## config.mk

```make
export PLATFORM = sky130hd
export DESIGN_NAME = ide_sector_seq_flat
export DESIGN_NICKNAME = d
export VERILOG_FILES = /design/src/rtl/ide_sector_seq_if.sv /design/src/rtl/ide_sector_seq.sv /design/src/flat_wrapper.sv
export SDC_FILE = /design/constraint.sdc
export NUM_CORES = 1
export LEC_CHECK = 0
export CAP_MARGIN = 40
export CORE_MARGIN = 2
export CORE_UTILIZATION = 50
export CTS_BUF_LIST = sky130_fd_sc_hd__clkbuf_16
export DETAILED_ROUTE_END_ITERATION = 16
export PLACE_DENSITY = 0.78
export SYNTH_ARGS = -nofsm -noshare
export SYNTH_HDL_FRONTEND = slang
export SYNTH_SLANG_ARGS = --single-unit
export TNS_END_PERCENT = 1
```

## constraint.sdc

```tcl
create_clock -name clk -period 11 [get_ports clk]
set_clock_uncertainty 0.05 [all_clocks]
set_input_delay 2.75 -clock clk [delete_from_list [all_inputs] [get_ports clk]]
set_output_delay 2.75 -clock clk [all_outputs]
set_load 0.01 [all_outputs]
```

## src/rtl/ide_sector_seq_if.sv

```systemverilog
// Host command, sector-buffer and IDE access-engine signals of the single-sector sequencer.
// The slave modport is the sequencer's view; master is the host/engine side.
interface ide_sector_seq_if;
   logic        start;
   logic        cmd_write;
   logic [27:0] lba;
   logic        busy;
   logic        done;
   logic        error;
   logic [1:0]  err_code;
   logic [7:0]  buf_addr;
   logic        buf_we;
   logic [15:0] buf_dout;
   logic [15:0] buf_din;
   logic        ata_rd;
   logic        ata_wr;
   logic [4:0]  ata_addr;
   logic [15:0] ata_wdata;
   logic [15:0] ata_rdata;
   logic        ata_done;

   modport slave (
      input  start, cmd_write, lba, buf_din, ata_rdata, ata_done,
      output busy, done, error, err_code, buf_addr, buf_we, buf_dout,
             ata_rd, ata_wr, ata_addr, ata_wdata
   );

   modport master (
      output start, cmd_write, lba, buf_din, ata_rdata, ata_done,
      input  busy, done, error, err_code, buf_addr, buf_we, buf_dout,
             ata_rd, ata_wr, ata_addr, ata_wdata
   );
endinterface

```

## src/rtl/ide_sector_seq.sv

```systemverilog
// Runs one READ SECTORS / WRITE SECTORS command (LBA28, one sector) through a
// register-level IDE access engine, moving 256 words to or from the sector buffer.
module ide_sector_seq #(
   parameter logic [15:0] POLL_LIMIT = 16'hFFFF
) (
   input logic             clk,
   input logic             reset,
   ide_sector_seq_if.slave bus
);

   localparam logic [4:0] RegData   = 5'h10;
   localparam logic [4:0] RegCount  = 5'h12;
   localparam logic [4:0] RegLba0   = 5'h13;
   localparam logic [4:0] RegLba1   = 5'h14;
   localparam logic [4:0] RegLba2   = 5'h15;
   localparam logic [4:0] RegDev    = 5'h16;
   localparam logic [4:0] RegStatus = 5'h17;

   typedef enum logic [3:0] {
      StIdle, StRdy, StTfCnt, StTfL0, StTfL1, StTfL2, StTfDev, StTfCmd,
      StDrq, StXfer, StEnd, StFin, StFail
   } state_t;

   // PhIssue is also the mandatory idle cycle between two engine requests.
   typedef enum logic [1:0] {PhIssue, PhLoad, PhWait} phase_t;

   state_t      state_q, state_d;
   phase_t      ph_q, ph_d;
   logic [15:0] poll_q, poll_d, poll_inc;
   logic [7:0]  word_q, word_d;
   logic [27:0] lba_q, lba_d;
   logic        wr_q, wr_d;
   logic        busy_q, busy_d, done_q, done_d, error_q, error_d;
   logic [1:0]  err_code_q, err_code_d;
   logic [7:0]  buf_addr_q, buf_addr_d;
   logic        buf_we_q, buf_we_d;
   logic [15:0] buf_dout_q, buf_dout_d;
   logic        ata_rd_q, ata_rd_d, ata_wr_q, ata_wr_d;
   logic [4:0]  ata_addr_q, ata_addr_d;
   logic [15:0] ata_wdata_q, ata_wdata_d;

   logic        acc_write, issue, poll_step, go_fin, go_fail;
   logic [4:0]  acc_addr;
   logic [15:0] acc_data;
   logic [1:0]  fail_code;
   logic        st_bsy, st_drq, st_err;

   assign st_bsy = bus.ata_rdata[7];
   assign st_drq = bus.ata_rdata[3];
   assign st_err = bus.ata_rdata[0];

   always_ff @(posedge clk or posedge reset) begin
      if (reset) begin
         state_q     <= StIdle;
         ph_q        <= PhIssue;
         poll_q      <= '0;
         word_q      <= '0;
         lba_q       <= '0;
         wr_q        <= 1'b0;
         busy_q      <= 1'b0;
         done_q      <= 1'b0;
         error_q     <= 1'b0;
         err_code_q  <= '0;
         buf_addr_q  <= '0;
         buf_we_q    <= 1'b0;
         buf_dout_q  <= '0;
         ata_rd_q    <= 1'b0;
         ata_wr_q    <= 1'b0;
         ata_addr_q  <= '0;
         ata_wdata_q <= '0;
      end else begin
         state_q     <= state_d;
         ph_q        <= ph_d;
         poll_q      <= poll_d;
         word_q      <= word_d;
         lba_q       <= lba_d;
         wr_q        <= wr_d;
         busy_q      <= busy_d;
         done_q      <= done_d;
         error_q     <= error_d;
         err_code_q  <= err_code_d;
         buf_addr_q  <= buf_addr_d;
         buf_we_q    <= buf_we_d;
         buf_dout_q  <= buf_dout_d;
         ata_rd_q    <= ata_rd_d;
         ata_wr_q    <= ata_wr_d;
         ata_addr_q  <= ata_addr_d;
         ata_wdata_q <= ata_wdata_d;
      end
   end

   always_comb begin
      state_d     = state_q;
      ph_d        = ph_q;
      poll_d      = poll_q;
      word_d      = word_q;
      lba_d       = lba_q;
      wr_d        = wr_q;
      done_d      = 1'b0;
      error_d     = error_q;
      err_code_d  = err_code_q;
      buf_addr_d  = buf_addr_q;
      buf_we_d    = 1'b0;
      buf_dout_d  = buf_dout_q;
      ata_rd_d    = ata_rd_q;
      ata_wr_d    = ata_wr_q;
      ata_addr_d  = ata_addr_q;
      ata_wdata_d = ata_wdata_q;
      poll_inc    = poll_q + 16'd1;
      issue       = 1'b0;
      poll_step   = 1'b0;
      go_fin      = 1'b0;
      go_fail     = 1'b0;
      fail_code   = 2'd0;

      // Engine access belonging to the current state; status polls are the default.
      acc_write = 1'b1;
      acc_addr  = RegStatus;
      acc_data  = 16'h0000;
      unique case (state_q)
         StTfCnt: begin acc_addr = RegCount; acc_data = 16'h0001; end
         StTfL0:  begin acc_addr = RegLba0;  acc_data = {8'h00, lba_q[7:0]}; end
         StTfL1:  begin acc_addr = RegLba1;  acc_data = {8'h00, lba_q[15:8]}; end
         StTfL2:  begin acc_addr = RegLba2;  acc_data = {8'h00, lba_q[23:16]}; end
         StTfDev: begin acc_addr = RegDev;   acc_data = {8'h00, 4'b1110, lba_q[27:24]}; end
         StTfCmd: acc_data = {8'h00, wr_q ? 8'h30 : 8'h20};
         StXfer:  begin acc_write = wr_q; acc_addr = RegData; acc_data = bus.buf_din; end
         default: acc_write = 1'b0;
      endcase

      unique case (state_q)
         StIdle: begin
            if (bus.start) begin
               state_d    = StRdy;
               ph_d       = PhIssue;
               poll_d     = '0;
               lba_d      = bus.lba;
               wr_d       = bus.cmd_write;
               error_d    = 1'b0;
               err_code_d = 2'd0;
            end
         end
         StFin, StFail: state_d = StIdle;
         default: begin
            unique case (ph_q)
               // Write transfers spend PhIssue waiting for buf_din to follow buf_addr.
               PhIssue: begin
                  if (state_q == StXfer && wr_q) ph_d = PhLoad;
                  else                           issue = 1'b1;
               end
               PhLoad: issue = 1'b1;
               PhWait: begin
                  if (bus.ata_done) begin
                     ata_rd_d = 1'b0;
                     ata_wr_d = 1'b0;
                     ph_d     = PhIssue;
                     unique case (state_q)
                        StRdy: begin
                           if (!st_bsy) state_d = StTfCnt;
                           else         poll_step = 1'b1;
                        end
                        StTfCnt: state_d = StTfL0;
                        StTfL0:  state_d = StTfL1;
                        StTfL1:  state_d = StTfL2;
                        StTfL2:  state_d = StTfDev;
                        StTfDev: state_d = StTfCmd;
                        StTfCmd: begin state_d = StDrq; poll_d = '0; end
                        StDrq: begin
                           if (!st_bsy && st_drq) begin
                              state_d    = StXfer;
                              word_d     = '0;
                              buf_addr_d = '0;
                           end else if (!st_bsy && st_err) begin
                              go_fail   = 1'b1;
                              fail_code = 2'd1;
                           end else begin
                              poll_step = 1'b1;
                           end
                        end
                        StXfer: begin
                           if (!wr_q) begin
                              buf_dout_d = bus.ata_rdata;
                              buf_we_d   = 1'b1;
                              buf_addr_d = word_q;
                           end
                           if (word_q == 8'hFF) begin
                              if (wr_q) begin
                                 state_d = StEnd;
                                 poll_d  = '0;
                              end else begin
                                 go_fin = 1'b1;
                              end
                           end else begin
                              word_d = word_q + 8'd1;
                              if (wr_q) buf_addr_d = word_q + 8'd1;
                           end
                        end
                        StEnd: begin
                           if (st_bsy) begin
                              poll_step = 1'b1;
                           end else if (st_err) begin
                              go_fail   = 1'b1;
                              fail_code = 2'd1;
                           end else begin
                              go_fin = 1'b1;
                           end
                        end
                        default: ;
                     endcase
                  end
               end
               default: ph_d = PhIssue;
            endcase
         end
      endcase

      if (issue) begin
         ata_rd_d    = !acc_write;
         ata_wr_d    = acc_write;
         ata_addr_d  = acc_addr;
         ata_wdata_d = acc_data;
         ph_d        = PhWait;
      end

      if (poll_step) begin
         if (poll_inc == POLL_LIMIT) begin
            go_fail   = 1'b1;
            fail_code = 2'd2;
         end else begin
            poll_d = poll_inc;
         end
      end

      if (go_fail) begin
         state_d    = StFail;
         done_d     = 1'b1;
         error_d    = 1'b1;
         err_code_d = fail_code;
      end else if (go_fin) begin
         state_d = StFin;
         done_d  = 1'b1;
      end

      busy_d = (state_d != StIdle);
   end

   assign bus.busy      = busy_q;
   assign bus.done      = done_q;
   assign bus.error     = error_q;
   assign bus.err_code  = err_code_q;
   assign bus.buf_addr  = buf_addr_q;
   assign bus.buf_we    = buf_we_q;
   assign bus.buf_dout  = buf_dout_q;
   assign bus.ata_rd    = ata_rd_q;
   assign bus.ata_wr    = ata_wr_q;
   assign bus.ata_addr  = ata_addr_q;
   assign bus.ata_wdata = ata_wdata_q;

endmodule

```

## src/flat_wrapper.sv

```systemverilog
// flat-port wrapper written by rule: the top's interface ports become plain ports
module ide_sector_seq_flat 
#(
   parameter logic [15:0] POLL_LIMIT = 16'hFFFF
)
  (clk, reset, bus_start, bus_cmd_write, bus_lba, bus_buf_din, bus_ata_rdata, bus_ata_done, bus_busy, bus_done, bus_error, bus_err_code, bus_buf_addr, bus_buf_we, bus_buf_dout, bus_ata_rd, bus_ata_wr, bus_ata_addr, bus_ata_wdata);
  ide_sector_seq_if bus_i ();
  input logic clk;
  input logic reset;
  input wire logic [$bits(bus_i.start)-1:0] bus_start;
  input wire logic [$bits(bus_i.cmd_write)-1:0] bus_cmd_write;
  input wire logic [$bits(bus_i.lba)-1:0] bus_lba;
  input wire logic [$bits(bus_i.buf_din)-1:0] bus_buf_din;
  input wire logic [$bits(bus_i.ata_rdata)-1:0] bus_ata_rdata;
  input wire logic [$bits(bus_i.ata_done)-1:0] bus_ata_done;
  output wire logic [$bits(bus_i.busy)-1:0] bus_busy;
  output wire logic [$bits(bus_i.done)-1:0] bus_done;
  output wire logic [$bits(bus_i.error)-1:0] bus_error;
  output wire logic [$bits(bus_i.err_code)-1:0] bus_err_code;
  output wire logic [$bits(bus_i.buf_addr)-1:0] bus_buf_addr;
  output wire logic [$bits(bus_i.buf_we)-1:0] bus_buf_we;
  output wire logic [$bits(bus_i.buf_dout)-1:0] bus_buf_dout;
  output wire logic [$bits(bus_i.ata_rd)-1:0] bus_ata_rd;
  output wire logic [$bits(bus_i.ata_wr)-1:0] bus_ata_wr;
  output wire logic [$bits(bus_i.ata_addr)-1:0] bus_ata_addr;
  output wire logic [$bits(bus_i.ata_wdata)-1:0] bus_ata_wdata;
  assign bus_i.start = bus_start;
  assign bus_i.cmd_write = bus_cmd_write;
  assign bus_i.lba = bus_lba;
  assign bus_i.buf_din = bus_buf_din;
  assign bus_i.ata_rdata = bus_ata_rdata;
  assign bus_i.ata_done = bus_ata_done;
  assign bus_busy = bus_i.busy;
  assign bus_done = bus_i.done;
  assign bus_error = bus_i.error;
  assign bus_err_code = bus_i.err_code;
  assign bus_buf_addr = bus_i.buf_addr;
  assign bus_buf_we = bus_i.buf_we;
  assign bus_buf_dout = bus_i.buf_dout;
  assign bus_ata_rd = bus_i.ata_rd;
  assign bus_ata_wr = bus_i.ata_wr;
  assign bus_ata_addr = bus_i.ata_addr;
  assign bus_ata_wdata = bus_i.ata_wdata;
  ide_sector_seq #(.POLL_LIMIT(POLL_LIMIT)) u_core (.clk(clk), .reset(reset), .bus(bus_i));
endmodule
```

Word level (Yosys, flattened, before mapping)
Index checks and enable logic that the tools add are counted.
- flip-flop bits (word level): 112
- input bits: 65
- logic and storage cells: 160
- $add $sub $neg: 2
- equality and inequality tests: 24
- multiplexer cells: 91
- bitwise logic cells: 2
- reductions and logical operators: 24
- operator list (kind ; count):
    16-bit two-way mux ; 7
    16-bit one-hot mux with 7 select lines ; 1
    16-bit one-hot mux with 2 select lines ; 2
    1-bit two-way mux ; 40
    8-bit two-way mux ; 5
    4-bit two-way mux ; 9
    4-bit one-hot mux with 9 select lines ; 1
    8-bit one-hot mux with 2 select lines ; 2
    2-bit two-way mux ; 13
    4-bit equality test (second input constant) ; 5
    3-bit one-hot mux with 6 select lines ; 1
    16-bit by 1-bit adder with 16-bit output (second input constant) ; 1
    16-bit equality test (second input constant) ; 1
    4-bit by 3-bit equality test with 1-bit output (second input constant) ; 4
    5-bit AND reduction ; 3
    1-bit one-hot mux with 2 select lines ; 5
    2-bit nonzero test ; 5
    8-bit by 1-bit adder with 8-bit output (second input constant) ; 1
    4-bit by 2-bit equality test with 1-bit output (second input constant) ; 2
    8-bit equality test (second input constant) ; 1
    2-bit one-hot mux with 2 select lines ; 2
    4-bit one-hot mux with 2 select lines ; 1
    2-bit by 1-bit inequality test with 1-bit output (second input constant) ; 3
    2-bit one-hot mux with 3 select lines ; 1
    21 further kinds ; 27

Logic depth before layout (Yosys ltp)
Gate-level depths: netlist (run 1).
- depth after elaboration: 12
- gate-level depth with buffers: 10
- mapped depth without buffers: 8

Worst setup path before layout (run 1)
No wires, ideal clock.
- kind: input port to flip-flop
- from: in bus_ata_done
- to: reg u_core.word_q[6]
- arrival: 4.266 ns
- required time: 10.821 ns
- slack: 6.556 ns
- cell stages on the path: 8
- path buffers: 2
- path through: and3b_1 > clkbuf_1 > nand3b_1 > nor3_1 > o21ai_0 > clkbuf_1 > o21ai_0 > o41ai_1
- longest elaborated chain between the ends: 1
- RTL lines (element ; line ; text):
    start: declaration ; flat_wrapper.sv:15 ; input wire logic [$bits(bus_i.ata_done)-1:0] bus_ata_done;
    6-bit AND reduction (no source line) ; - ;
    end signal: assignment ; ide_sector_seq.sv:75 ; word_q <= word_d;
    end: declaration ; ide_sector_seq.sv:30 ; logic [7:0] word_q, word_d;
Every way passes these cells.
A chain may end at the register's enable or synchronous reset.

Final worst setup path (run 1)
- from: in bus_ata_done
- to: reg u_core.poll_q[13]
- longest elaborated chain between the ends: 5
- RTL lines (element ; line ; text):
    16-bit two-way mux ; ide_sector_seq.sv:153 ; if (bus.ata_done) begin
    16-bit two-way mux ; ide_sector_seq.sv:145 ; unique case (ph_q)
    16-bit one-hot mux with 2 select lines ; ide_sector_seq.sv:131 ; unique case (state_q)
    16-bit two-way mux ; ide_sector_seq.sv:226 ; if (poll_inc == POLL_LIMIT) begin
    16-bit two-way mux (*) ; ide_sector_seq.sv:225 ; if (poll_step) begin
    named net u_core.poll_d[13] ; ide_sector_seq.sv:29 ; logic [15:0] poll_q, poll_d, poll_inc;
    end signal: assignment ; ide_sector_seq.sv:74 ; poll_q <= poll_d;
    end: declaration ; ide_sector_seq.sv:29 ;
Mark *: on every way through the listed nets, which the timed path passes. The rest lies on a longest branch.

==> metrics.cfg, run 1 <==
[run_status]
outcome=finished clean

[timing]
tns_ns=0
tightest_slew_ns=0.838
hold_violations=0
grt_setup_unrepaired=false
fin_crit_ns=5.25
maxSlewHeadroom_pct=44.1
timing.final.crit_share_pct=47.7
fmax_mhz=190
slew_violations=0
post-route-worst-setup-slack_ns=5.75
setup-violations-final=0

[worst_setup_path]
r2r_start=u_core.state_q[2]$_DFF_PP0_
regToRegEndpoint=u_core.poll_q[13]$_DFF_PP0_
crit_type=input pin to flip-flop
end_kind=flip-flop
crit_path_end=u_core.poll_q[13]$_DFF_PP0_
cp-start-kind=input pin
critPathLaunch=bus_ata_done
r2r_cells=7
path_max_fanout=11
reg2reg_slack_ns=7.43
required_ns=11.19
critical_path_arrival_ns=5.44

[yosys]
synthAdderAreaFrac_pct=0.651
synth-seq-area-share_pct=48.2
syn_area_per_cell_um2=9.31
synth.most_common_cell=dfrtp_1
yosys.area.top_type_share_pct=48.2
yosys.area.top_type=dfrtp_1
synth_ff_type=dfrtp_1
ys_top_cells_by_area=dfrtp_1 (48%), nand2_1 (7.0%), mux2_2 (5.9%)
synth_top_family_by_area=simple AND/OR/NAND/NOR gates
ys_seq_elements=111
netlist_instances=619
synthTopCellsByCount=dfrtp_1 (111), nand2_1 (107), o21ai_0 (50)
yosys.area_share.simple_pct=20.7
ys_warn_count=0
synth_edf_count=0
netlist_area_mm2=0.00576
synth_cell_type_count=73
async_flop_share_pct=100
syn_nets=687
synth_compound_area_share_pct=19.2
muxShareOfSynthArea_pct=6.38
synth_xor_area_share_pct=0.912

[cts]
root_buffer=clkbuf_16
cts_resized=0
numCtsBuffers=9
postCtsSetupRepairBufs=0
postCtsHoldBufs=0
clock_path_buffers=2
clkTransAtPathRegs_ns=0.07
clk_latency_ns=0.35
htree_levels=3
numClockSinks=111
cts_tree=done

[place]
dp_hpwl_um=10600
place_congestion=0.855
placement.io_buffers=116
place_ws_ns=5.45

[global_route]
first_global_vias=4971
antenna_found_initial=0
grt_pass1_wl_um=24200
grt_max_degree=52
globalRouteOverflowTotal=0
grt_use_total_pct=23.5

[die]
die_x_um=111
pin_count=118
core_area_mm2=0.0113
die-area_mm2=0.0124
start_util_pct=50.9
rows=39
die_y_um=111

[pwr]
p_sw_uw=609
internal-power_uw=1020
peakVddDrop_uv=118
p_comb_share_pct=40.7
power_leakage_uw=0.00315
p_total_uw=1630
powerDensity_mw_per_mm2=223
pwr-share-clk_pct=18.7
switching_share_pct=37.3
power_frac_seq_pct=40.6

[detailed_routing]
totalWireLength_um=14600
drt.antenna.violating_nets=0
wire_per_inst_um=16.9
dr.first_iter.drc_count=522
route.detailed.drc=0
vias=5057
vias_per_cell=5.87
firstDrtPassIters=5

[min_path]
holdPathStages=1
hold_class=flip-flop to flip-flop

[finish]
nFillCells=935
final_util_pct=64.6
n_antenna_cell=0
syn_to_final_growth_pct=26.9
final_nets=783
drive_gt1_share_pct=10.4

[job]
cap_violations=0

[through the flow]
| step | hold WS, ns | cell area [µm²] | std cells |
|---|---|---|---|
| finish | 0.418 | 7310 | 862 |
| global route | 0.438 | 7310 | 862 |
| CTS | 0.425 | 7310 | 862 |
| detailed placement | 0.406 | 7040 | 847 |
| global placement | 0.403 | 7010 | 845 |
| floorplan | 0.421 | 5760 | 619 |
[how the worst min path moves through the flow]
stage | start | to
4_1_cts | u_core.bus.ata_addr[4]$_DFFE_PP0P_ | u_core.bus.ata_addr[4]$_DFFE_PP0P_
2_1_floorplan | u_core.lba_q[24]$_DFFE_PP0P_ | u_core.lba_q[24]$_DFFE_PP0P_
3_5_place_dp | u_core.bus.ata_addr[4]$_DFFE_PP0P_ | u_core.bus.ata_addr[4]$_DFFE_PP0P_
6_report | u_core.bus.ata_addr[4]$_DFFE_PP0P_ | u_core.bus.ata_addr[4]$_DFFE_PP0P_
5_1_grt | u_core.bus.ata_addr[4]$_DFFE_PP0P_ | u_core.bus.ata_addr[4]$_DFFE_PP0P_
3_3_place_gp | u_core.bus.ata_addr[4]$_DFFE_PP0P_ | u_core.bus.ata_addr[4]$_DFFE_PP0P_
[cell type report]
class / count / area (µm²) / area share [%]
Clock buffer: 9 / 225 / 3.08
Multi-Input combinational cell: 455 / 2780 / 38.0
Inverter: 12 / 47.5 / 0.650
Sequential cell: 111 / 2780 / 38.0
Clock inverter: 6 / 46.3 / 0.633
Tap cell: 143 / 179 / 2.45
Timing Repair Buffer: 126 / 1250 / 17.2
[worst max-delay path, stage by stage]
cell	delay, ns
clkdlybuf4s50_1	0.48
and3b_1	0.41
nand3_1	0.21
a2111oi_4	0.52
o31a_1	0.46
a21oi_2	0.18
a221o_2	0.42
[placed cells by master, fill, tap and decap left out, types with 3 or more instances in the layout]
cell / instances
nand3_1: 30
inv_1: 11
nor2_1: 43
nand2b_1: 7
a22oi_1: 9
nand4b_1: 3
nor2b_1: 4
and3_1: 4
mux2i_1: 3
nand4_1: 9
o211ai_1: 5
nor3_1: 9
a22o_1: 4
dfrtp_1: 111
buf_4: 8
clkbuf_16: 9
ha_1: 3
or3_1: 3
a221oi_1: 3
o31ai_1: 5
o31a_1: 3
a21o_1: 8
xnor2_1: 4
nand2_1: 107
a31oi_1: 5
clkdlybuf4s50_1: 116
nor4_1: 4
o22ai_1: 6
o21ai_0: 50
a221o_1: 3
a21oi_1: 38
mux2_2: 30
[power by group through the flow]
stage	registers, µW	clock network (µW)	logic (µW)
6_report	662	305	664
3_5_place_dp	665	0	663
4_1_cts	658	309	665
3_3_place_gp	659	0	640
2_1_floorplan	645	0	398
5_1_grt	677	327	728
[flip-flops by register name, summed over array words and instances (netlist names)]
| name | count |
|---|---|
| u_core.lba_q | 28 |
| u_core.bus.ata_wdata | 16 |
| u_core.bus.buf_dout | 16 |
| u_core.poll_q | 16 |
| u_core.bus.buf_addr | 8 |
| u_core.word_q | 8 |
| u_core.bus.ata_addr | 4 |
| u_core.state_q | 4 |
| u_core.bus.err_code | 2 |
| u_core.ph_q | 2 |
| u_core.bus.ata_rd | 1 |
| u_core.bus.ata_wr | 1 |
| u_core.bus.buf_we | 1 |
| u_core.bus.busy | 1 |
| u_core.bus.done | 1 |
| u_core.bus.error | 1 |
| u_core.wr_q | 1 |
[routing by layer]
metal | up-vias | track usage (%) | part of all wire (%)
li1 | 2409 | - | -
met1 | 2446 | 32.1 | 45
met2 | 182 | 37.9 | 47
met3 | 20 | 5.66 | 6.0
met4 | 0 | 6.75 | 1.3
met5 | - | 0 | 0
[cell families after synthesis]
| logic type | count (synthesis) |
|---|---|
| and+or+nand+nor | 247 |
| AOI/OAI and AO/OA | 165 |
| DFF | 111 |
| buffers and inverters | 53 |
| muxes | 33 |
| xor gates and xnor gates | 6 |
| adders and majority gates | 3 |
| other | 1 |
(Power assumes the default switching activity.)
==> run 2: changes to the inputs <==
clock period = 4.95 ns   (was 11 ns; I/O delays follow)
==> metrics.cfg, run 2 (synthesis gave the netlist of run 1 again) <==
[finish]
final_util_pct=64.7
layout_commonest_cell=clkdlybuf4s50_1
syn_to_final_growth_pct=27.0
drive_gt1_share_pct=10.7
final-instance-count-excl-fill=865
layout_common_cells=clkdlybuf4s50_1 (116), dfrtp_1 (111), nand2_1 (107)
seq_area_mm2=0.00278
largest_reg_flops=28
final_nets=785
nFillCells=920
multi_input_area_mm2=0.00278
n_antenna_cell=0
top_register=u_core.lba_q

[cts]
root_buffer=clkbuf_16
cts_resized=0
clock_path_buffers=2
numClockSinks=111
clk_latency_ns=0.35
postCtsHoldBufs=0
htree_levels=3
clkTransAtPathRegs_ns=0.07
postCtsSetupRepairBufs=0
numCtsBuffers=9
cts_tree=done

[global_route]
antenna_found_initial=0
grt_pass1_wl_um=24500
first_global_vias=4966
grt_use_total_pct=23.7
grt_max_degree=53
globalRouteOverflowTotal=0

[pwr]
power_leakage_uw=0.00315
powerDensity_mw_per_mm2=493
peakVddDrop_uv=339

[timing]
maxSlewHeadroom_pct=41.8
timing.hold.ws_ns=0.420
fmax_mhz=267
grt_setup_unrepaired=false
slew_violations=0
setup-violations-final=0
hold_violations=0
fin_crit_ns=3.74
tightest_slew_ns=0.868
timing.final.crit_share_pct=75.6
tns_ns=0
post-route-worst-setup-slack_ns=1.21

[min_path]
hold_class=flip-flop to flip-flop
min_to=u_core.bus.ata_wdata[10]$_DFFE_PP0P_
holdPathStages=2
hp-start=u_core.bus.ata_wdata[10]$_DFFE_PP0P_

[detailed_routing]
route.detailed.drc=0
firstDrtPassIters=7
vias_per_cell=5.94
vias=5141
dr.first_iter.drc_count=447
totalWireLength_um=14500
drt.antenna.violating_nets=0
wire_per_inst_um=16.8

[die]
die_y_um=111
start_util_pct=50.9
die_x_um=111
die-area_mm2=0.0124
core_area_mm2=0.0113
rows=39
pin_count=118

[place]
place_congestion=0.895
place_ws_ns=0.868
placement.io_buffers=116
dp_hpwl_um=10500
place_inst=849

[worst_setup_path]
r2r_cells=7
r2r_start=u_core.state_q[2]$_DFF_PP0_
crit_type=input pin to flip-flop
regToRegEndpoint=u_core.poll_q[13]$_DFF_PP0_
reg2reg_slack_ns=1.41
cp-start-kind=input pin
end_kind=flip-flop
path_max_fanout=11
required_ns=5.13
critical_path_arrival_ns=3.93

[job]
cap_violations=0

[run_status]
outcome=finished clean

run 2: metrics by stage:
step	power (µW)	area, µm²
finish	3610	7320
global route	3840	7320
CTS	3620	7320
detailed placement	2950	7050
global placement	2880	7020
floorplan	2320	5760
run 2: report_power, final:
part           total (µW)  switching [µW]  internal [µW]  leakage (µW)
clock                 669             331            337      0.000130
combinational        1470             738            733       0.00158
sequential           1470             268           1200       0.00144
total                3610            1340           2270       0.00315
run 2: layer usage:
metal	vias to the layer above	track usage [%]	part of all wire (%)
met1	2498	32.3	43
met2	205	38.6	49
met5	-	0	0
met4	0	6.83	1.5
li1	2415	-	-
met3	23	5.28	6.6
run 2: cell type report:
| cell class | instances | area share (%) |
|---|---|---|
| clock inverter | 7 | 0.564 |
| multi-input combinational | 455 | 38.0 |
| tap | 143 | 2.44 |
| inverter | 12 | 0.650 |
| clock buffer | 9 | 3.08 |
| sequential | 111 | 37.9 |
| timing repair buffer | 128 | 17.3 |
run 2: how the worst max path moves through the flow:
stage	startpoint	end	slack (ns)	cells after the start
final	bus_ata_done	u_core.poll_q[13]$_DFF_PP0_	1.21	7
after global routing	bus_ata_done	u_core.poll_q[13]$_DFF_PP0_	1.03	7
after CTS	bus_ata_done	u_core.poll_q[13]$_DFF_PP0_	1.23	7
after detailed placement	bus_ata_done	u_core.poll_q[13]$_DFF_PP0_	0.87	7
after global placement	bus_ata_done	u_core.poll_q[13]$_DFF_PP0_	0.98	7
after floorplan	reset	u_core.bus.ata_addr[0]$_DFFE_PP0P_	0.73	1
run 2: worst max-delay path, stage by stage:
cell and delay (ns):
clkdlybuf4s50_1 0.47, and3b_1 0.39, nand3_1 0.20, a2111oi_4 0.53
o31a_1 0.47, a21oi_2 0.19, a221o_2 0.43
==> run 3: changes to the inputs <==
clock period = 3.6 ns   (was 4.95 ns; I/O delays follow)
==> metrics.cfg, run 3 (synthesis gave the netlist of run 1 again) <==
[finish]
nFillCells=943
top_register=u_core.lba_q
largest_reg_flops=28
layout_common_cells=clkdlybuf4s50_1 (116), dfrtp_1 (111), nand2_1 (107)
n_antenna_cell=0
drive_gt1_share_pct=11.9
final_util_pct=65.6
final_nets=794
layout_commonest_cell=clkdlybuf4s50_1
final_area_mm2=0.00743
syn_to_final_growth_pct=28.9

[place]
place_ws_ns=0.478
place_congestion=0.902
dp_hpwl_um=10500
postPlaceCellArea_mm2=0.00711
placement.io_buffers=116

[cts]
clk_latency_ns=0.35
numCtsBuffers=9
clock_path_buffers=2
root_buffer=clkbuf_16
htree_levels=3
numClockSinks=111
clkTransAtPathRegs_ns=0.07
cts_tree=done
cts_resized=0
postCtsSetupRepairBufs=0
postCtsHoldBufs=0

[detailed_routing]
totalWireLength_um=14700
vias_per_cell=5.89
wire_per_inst_um=16.9
drt.antenna.violating_nets=0
wl_met3_um=824
top_layer=met4
met1_length_um=6500
route.detailed.drc=0
firstDrtPassIters=5
vias=5145
wl_met2_um=7180
dr.first_iter.drc_count=408

[pwr]
power_leakage_uw=0.00322
internal-power_uw=3310
p_comb_share_pct=40.6
power_frac_seq_pct=38.9
p_sw_uw=1870
switching_share_pct=36.0
peakVddDrop_uv=382
powerDensity_mw_per_mm2=698
pwr-share-clk_pct=20.5

[worst_setup_path]
slowest_delay_ns=0.66
path_max_fanout=18
required_ns=3.79
critPathBufInv=0
slowest_stage=o31ai_4
end_kind=flip-flop
cp-start-kind=flip-flop
crit_type=flip-flop to flip-flop
critical_path_arrival_ns=3.39
crit_family=compound AO/OA/AOI/OAI gates
crit_chain=ha_1 > nand2_1 > or4_2 > a21oi_1 > o211ai_2 > o31ai_4 > nor3_1 > a211o_1

[timing]
maxSlewHeadroom_pct=40.2
fin_crit_ns=3.20
tns_ns=0
hold_violations=0
tightest_slew_ns=0.891
grt_setup_unrepaired=false
post-route-worst-setup-slack_ns=0.402
fmax_mhz=313
setup-violations-final=0
timing.final.crit_share_pct=88.8
slew_violations=0

[die]
pin_count=118
die_x_um=111
core_area_mm2=0.0113
die-area_mm2=0.0124
rows=39
die_y_um=111
start_util_pct=50.9

[global_route]
antenna_found_initial=0
first_global_vias=4991
grt_use_total_pct=24.2
grt_pass1_wl_um=24900
globalRouteOverflowTotal=0
grt_max_degree=112

[job]
cap_violations=0

[run_status]
outcome=finished clean

[min_path]
hold_class=flip-flop to flip-flop

-- run 3: cell count changes in the layout (fill, tap and decap cells not counted) --
cell | previous run | this run
buf_12 | 0 | 1
buf_16 | 1 | 0
buf_4 | 10 | 19
bufinv_16 | 0 | 2
clkinv_2 | 2 | 3
clkinvlp_4 | 2 | 1
inv_1 | 11 | 10
inv_4 | 1 | 0
-- run 3: final timing paths --
| path | start | endpoint | slack (ns) | cells past startpoint |
|---|---|---|---|---|
| min reg2reg | u_core.bus.ata_wdata[8]$_DFFE_PP0P_ | u_core.bus.ata_wdata[8]$_DFFE_PP0P_ | 0.42 | 2 |
| max in group asynchronous | reset | u_core.poll_q[1]$_DFF_PP0_ | 2.02 | 3 |
| min in group asynchronous | reset | u_core.bus.buf_dout[13]$_DFFE_PP0P_ | 1.00 | 3 |
| max | u_core.poll_q[0]$_DFF_PP0_ | u_core.poll_q[10]$_DFF_PP0_ | 0.40 | 8 |
| min | u_core.bus.ata_wdata[8]$_DFFE_PP0P_ | u_core.bus.ata_wdata[8]$_DFFE_PP0P_ | 0.42 | 2 |
| max reg2reg | u_core.poll_q[0]$_DFF_PP0_ | u_core.poll_q[10]$_DFF_PP0_ | 0.40 | 8 |
-- run 3: final cells by class --
type | count | area, µm² | area share [%]
Clock buffer | 9 | 225 | 3.03
Clock inverter | 7 | 87.6 | 1.18
Inverter | 12 | 48.8 | 0.657
Multi-Input combinational cell | 455 | 2780 | 37.4
Sequential cell | 111 | 2780 | 37.4
Tap cell | 143 | 179 | 2.41
Timing Repair Buffer | 137 | 1330 | 17.9
-- run 3: metal layers --
| layer | vias up | GRT usage (%) |
|---|---|---|
| met5 | - | 0 |
| met4 | 0 | 7.24 |
| met3 | 21 | 3.70 |
| met2 | 201 | 40.0 |
| met1 | 2491 | 33.4 |
| li1 | 2432 | - |
-- run 3: per-stage QoR --
stage / power, µW / hold slack, ns / std cells
floorplan: 3190 / 0.421 / 619
global placement: 4040 / 0.403 / 857
detailed placement: 4120 / 0.405 / 858
CTS: 5180 / 0.420 / 874
global route: 5500 / 0.442 / 874
finish: 5180 / 0.416 / 874
-- run 3: tightest hold or removal path, cell delays in order, from the launching register on --
cell and delay, ns:
dfrtp_1 0.34, nand2_1 0.05, nand2_1 0.05
-- run 3: power groups by stage --
stage / Clock [µW] / Combinational, µW / Sequential, µW
after CTS: 1070 / 2100 / 2010
after global placement: 0 / 2030 / 2010
final: 1060 / 2100 / 2020
after floorplan: 0 / 1220 / 1970
after global routing: 1120 / 2300 / 2080
after detailed placement: 0 / 2090 / 2030
